File: config.mk
export PLATFORM = sky130hd
export DESIGN_NAME = instr_mem_sync
export DESIGN_NICKNAME = d
export VERILOG_FILES = /design/src/rtl/instr_mem_sync.sv
export SDC_FILE = /design/constraint.sdc
export NUM_CORES = 2
export LEC_CHECK = 0
export BUFFER_PORTS_ARGS = -buffer_cell sky130_fd_sc_hd__buf_4
export CAP_MARGIN = 25
export CORE_UTILIZATION = 25
export CTS_CLUSTER_DIAMETER = 150
export DETAILED_ROUTE_END_ITERATION = 12
export HOLD_SLACK_MARGIN = 0.08
export PLACE_DENSITY = 0.5
export SETUP_SLACK_MARGIN = 0.3
export SLEW_MARGIN = 20
export SYNTH_ARGS = -nofsm -noshare
export SYNTH_HDL_FRONTEND = slang
export SYNTH_SLANG_ARGS = --single-unit
File: constraint.sdc
create_clock -name clk -period 5.4 [get_ports clk]
set_clock_uncertainty 0.15 [all_clocks]
set_input_delay 0.27 -clock clk [delete_from_list [all_inputs] [get_ports clk]]
set_output_delay 0.27 -clock clk [all_outputs]
set_load 0.005 [all_outputs]
File: src/rtl/instr_mem_sync.sv
// rtl/instr_mem_sync.sv - loadable synchronous-read instruction memory with clear sweep
module instr_mem_sync #(
   parameter int                WORD_W   = 32,
   parameter int                DEPTH    = 64,
   parameter int                ADDR_W   = 32,
   parameter logic [WORD_W-1:0] NOP_WORD = '0
) (
   input  logic              clk,
   input  logic              rst,
   input  logic              rd_en,
   input  logic              freeze,
   input  logic              flush,
   input  logic [ADDR_W-1:0] address,
   output logic [WORD_W-1:0] instruction,
   output logic              instr_valid,
   output logic              misaligned,
   input  logic              ld_en,
   input  logic [ADDR_W-1:0] ld_addr,
   input  logic [WORD_W-1:0] ld_data,
   output logic              ready
);

   localparam int                IDX_W      = $clog2(DEPTH);
   localparam logic [ADDR_W-1:0] ADDR_LIMIT = ADDR_W'(4 * DEPTH);
   localparam logic [IDX_W-1:0]  LAST_IDX   = IDX_W'(DEPTH - 1);

   typedef enum logic {S_CLEAR, S_RUN} state_t;

   state_t             state_q, state_d;
   logic [IDX_W-1:0]   cnt_q, cnt_d;
   logic [WORD_W-1:0]  instr_q, instr_d;
   logic               valid_q, valid_d;
   logic               mis_q, mis_d;
   logic [WORD_W-1:0]  mem_q [DEPTH];

   logic [IDX_W-1:0]   rd_idx, ld_idx, mem_waddr;
   logic [WORD_W-1:0]  mem_wdata, rd_word;
   logic               mem_we, rd_aligned, rd_in_range, ld_ok;

   assign rd_idx      = address[IDX_W+1:2];
   assign ld_idx      = ld_addr[IDX_W+1:2];
   assign rd_aligned  = (address[1:0] == 2'b00);
   assign rd_in_range = (address < ADDR_LIMIT);
   assign ld_ok       = ld_en && (ld_addr[1:0] == 2'b00) && (ld_addr < ADDR_LIMIT);

   // Write-first: a same-cycle load to the fetched word is forwarded to the read.
   assign rd_word = (ld_ok && (ld_idx == rd_idx)) ? ld_data : mem_q[rd_idx];

   always_comb begin
      state_d   = state_q;
      cnt_d     = cnt_q;
      instr_d   = instr_q;
      valid_d   = valid_q;
      mis_d     = mis_q;
      mem_we    = 1'b0;
      mem_waddr = ld_idx;
      mem_wdata = ld_data;
      case (state_q)
         S_CLEAR: begin
            mem_we    = 1'b1;
            mem_waddr = cnt_q;
            mem_wdata = NOP_WORD;
            cnt_d     = cnt_q + 1'b1;
            if (cnt_q == LAST_IDX) begin
               state_d = S_RUN;
            end
         end
         S_RUN: begin
            mem_we = ld_ok;
            if (flush) begin
               instr_d = NOP_WORD;
               valid_d = 1'b0;
               mis_d   = 1'b0;
            end else if (freeze) begin
               instr_d = instr_q;
            end else if (rd_en && rd_aligned && rd_in_range) begin
               instr_d = rd_word;
               valid_d = 1'b1;
               mis_d   = 1'b0;
            end else begin
               // Misaligned, out-of-range and idle cycles all yield an invalid NOP.
               instr_d = NOP_WORD;
               valid_d = 1'b0;
               mis_d   = rd_en && !rd_aligned;
            end
         end
         default: state_d = S_CLEAR;
      endcase
   end

   always_ff @(posedge clk) begin
      if (rst) begin
         state_q <= S_CLEAR;
         cnt_q   <= '0;
         instr_q <= NOP_WORD;
         valid_q <= 1'b0;
         mis_q   <= 1'b0;
      end else begin
         state_q <= state_d;
         cnt_q   <= cnt_d;
         instr_q <= instr_d;
         valid_q <= valid_d;
         mis_q   <= mis_d;
      end
   end

   always_ff @(posedge clk) begin
      if (mem_we && !rst) begin
         mem_q[mem_waddr] <= mem_wdata;
      end
   end

   assign instruction = instr_q;
   assign instr_valid = valid_q;
   assign misaligned  = mis_q;
   assign ready       = (state_q == S_RUN);

endmodule

==> results.cfg <==
[run_status]
status = finished, final reports clean

[clock_tree]
clkSlewWorstSetupHoldPaths_ns = 0.06
numCtsBuffers = 215
cts_tree = yes
htree_levels = 4
cts_root_buf = clkbuf_16
clk_latency_ns = 0.84
cts_sinks = 2089
postCtsSetupBuffers = 0
cts_max_path_buffers = 3

[timing]
fin_crit_ns = 4.57
tightest_slew_ns = 1.17
setup_tns_ns = 0
hold_violations = 0
setup_violations = 0
drv_slew = 0
max_clock_freq_ghz = 0.219
fin_ws_ns = 0.829
slew_headroom = 0.219
grt_setup_unrepaired = no
period_share = 0.847

[pwr]
power.density_nw_per_um2 = 344
power_switching_mw = 7.05
irDropWorstVdd_uv = 347
power_leakage_nw = 32.2
seq_power_share = 0.529
netSwitchingFraction = 0.212
power_frac_comb = 0.045
p_int_mw = 26.2
p_clk_frac = 0.426

[synth]
synth.area.top_cells = edfxtp_1 75%, mux4_2 8.8%, mux2i_1 4.4%
synthXorXnorAreaFrac = 0.000964
yosysMostFrequentCell = edfxtp_1
synth_compound_area_frac = 0.0443
synth_top_family_by_area = multiplexers
synth_area_sq_um = 81800
synth.top_cell.area_share = 0.752
synth_edf_count = 2048
syn_nets = 4071
yosysWarnings = 0
synthAdderAreaFrac = 0.000153
synth_cells = 3968
async_flop_share = 0
yosys.area_share.simple = 0.0229
synthMuxAreaShare = 0.149
ys_seq_elements = 2089
yosysTopAreaCell = edfxtp_1
ys_top_cells_by_count = 2048 x edfxtp_1, 363 x mux2i_1, 319 x mux4_2
ys_types = 69
avgSynthCellArea_sq_um = 20.6
synthFlopType = edfxtp_1
ys_seq_area_frac = 0.762

[worst_setup_path]
worstRegToRegCells = 6
crit_type = primary input to register
slowest_delay_ns = 0.78
crit_family = buffers and inverters
worst_setup_path_end_kind = register
cp_cell_sequence = dlygate4sd3_1 -> buf_4 -> nor4_1 -> dlygate4sd3_1 -> nand2_1 -> dlygate4sd3_1 -> or4_1 -> nor3_1 -> nand4_1 -> o22ai_1 -> dlygate4sd3_1
cp.arrival_ns = 5.20
worstPathMaxFanout = 4
cp_common_cell = dlygate4sd3_1
critical_path_cell_count = 11
path_buf_inv = 5
required_ns = 6.03
slowest_stage = nor3_1
worst_setup_path_start_kind = primary input

[placement]
port_buffers = 136
place_hpwl_microns = 150000
gp_congestion = 0.828
pre_cts_ws_ns = 1.43

[min_path]
hold_depth = 6
hold_path.class = primary input to register

[die]
num_rows = 209
die_w_microns = 574
dieArea_sq_um = 329000
start_util = 0.252
ios = 137
coreArea_sq_um = 325000
chipHeight_microns = 574

[layout]
finish.net_count = 4490
syn_to_final_growth_pct = 18.4
drive_above_1_share = 0.236

[drt]
via_per_inst = 4.75
wl_met3_microns = 13700
route.met2.wl_microns = 120000
drcViolationCount = 0
drt_iter0_drc = 4715
vias = 42200
wl_met1_microns = 104000
dr.pass1.iters = 6
wl_per_cell_microns = 27.6
finalWirelength_microns = 245000
top_layer_used = met5
final_antenna_net_count = 0

[grt]
grt.total_usage = 0.146
grt_pass1_vias = 43000
grt_max_degree = 70
grt.overflow.total = 0
antenna_found_initial = 16
grt_pass1_wl_microns = 343000

[run]
max_cap_viol_count = 0
-- registers in the layout (all words and copies together), names as in the netlist --
signal       flops
instruction     32
mem_q         2048
instr_valid      1
ready            1
cnt_q            6
misaligned       1
-- area by class of cell --
cell class	count	area, sq um
clock buffers	294	5920
clock inverters	96	729
well taps	4325	5410
multi-input cells	1634	18300
diodes	2	5.00
fillers	31600	228000
flip-flops and latches	2089	62300
inverters	11	48.8
repair buffers	436	4070
-- worst min-delay path, stage by stage --
cell      delay (ns)
buf_4           0.07
or4_1           0.12
nor4_2          0.06
buf_4           0.25
o21ai_0         0.21
a211oi_1        0.09
-- worst paths after layout --
path | end | slack [ns] | start
max reg2reg | instruction[23]$_SDFFE_PP0P_ | 1.26 | ready$_SDFF_PP0_
min reg2reg | cnt_q[5]$_SDFFE_PP0N_ | 0.39 | cnt_q[5]$_SDFFE_PP0N_
min | instruction[22]$_SDFFE_PP0P_ | 0.19 | address[13]
max | instruction[23]$_SDFFE_PP0P_ | 0.83 | address[11]
-- power groups by stage --
stage	registers, mW	logic, mW	clock network (mW)
final	17.6	1.51	14.2
after global routing	17.6	1.58	15.0
after CTS	17.6	1.52	14.4
after detailed placement	17.9	1.50	0
after global placement	17.9	1.50	0
after floorplan	17.9	0.913	0
-- cell families (layout without fill, tap and decap cells) --
| group | Yosys count | count (layout) |
|---|---|---|
| DFF | 2089 | 2089 |
| muxes | 739 | 739 |
| AOI/OAI and AO/OA | 495 | 495 |
| and+or+nand+nor | 390 | 390 |
| buffers and inverters | 245 | 837 |
| xor gates and xnor gates | 9 | 9 |
| adders and majority gates | 1 | 1 |
| other | 0 | 2 |
-- cell usage in the layout, fill, tap and decap left out, types with 12 or more instances in the layout --
cell type	synthesis	final
nor2_4	0	65
buf_4	19	302
mux4_2	319	319
nor3_1	19	19
a221o_1	27	27
edfxtp_1	2048	2048
o31ai_1	13	13
a22oi_1	48	48
clkbuf_1	88	59
a211oi_1	31	31
mux4_1	47	47
clkinv_2	0	30
mux2i_1	363	363
clkbuf_8	0	16
a221oi_1	120	120
nor2_1	112	47
a21oi_1	72	72
nand3_1	28	28
and2_2	0	32
clkbuf_16	0	219
nand2b_1	17	17
nand2_1	102	101
dfxtp_1	41	40
dlygate4sd3_1	0	91
nor2b_1	14	12
o21ai_0	86	86
nor4_1	30	29
buf_12	7	32
clkinv_1	1	43
o22ai_1	15	15
-- stage by stage --
stage	util	hold slack (ns)	std cells	total power [mW]	area, sq um
finish	0.298	0.190	8887	33.3	96800
floorplan	-	0.294	3968	18.8	81800
global route	0.298	0.173	8886	34.2	96800
detailed placement	0.275	0.300	8404	19.4	89200
global placement	0.274	0.296	8392	19.4	88900
CTS	0.298	0.103	8885	33.6	96800
-- per-layer routing --
metal  vias up  global-route usage
li1      17600                   -
met1     22900               0.196
met2      1375               0.247
met3       321              0.0196
met4         2              0.0425
met5         -                   0
-- repair_timing --
item                                    in CTS  in global routing
endpoints found under the hold margin      408                  0
gates resized for setup                      0                  0
endpoints found under the setup margin       0                  0
hold buffers                                91                  0
No activity file was read; power rests on OpenSTA's default activity.
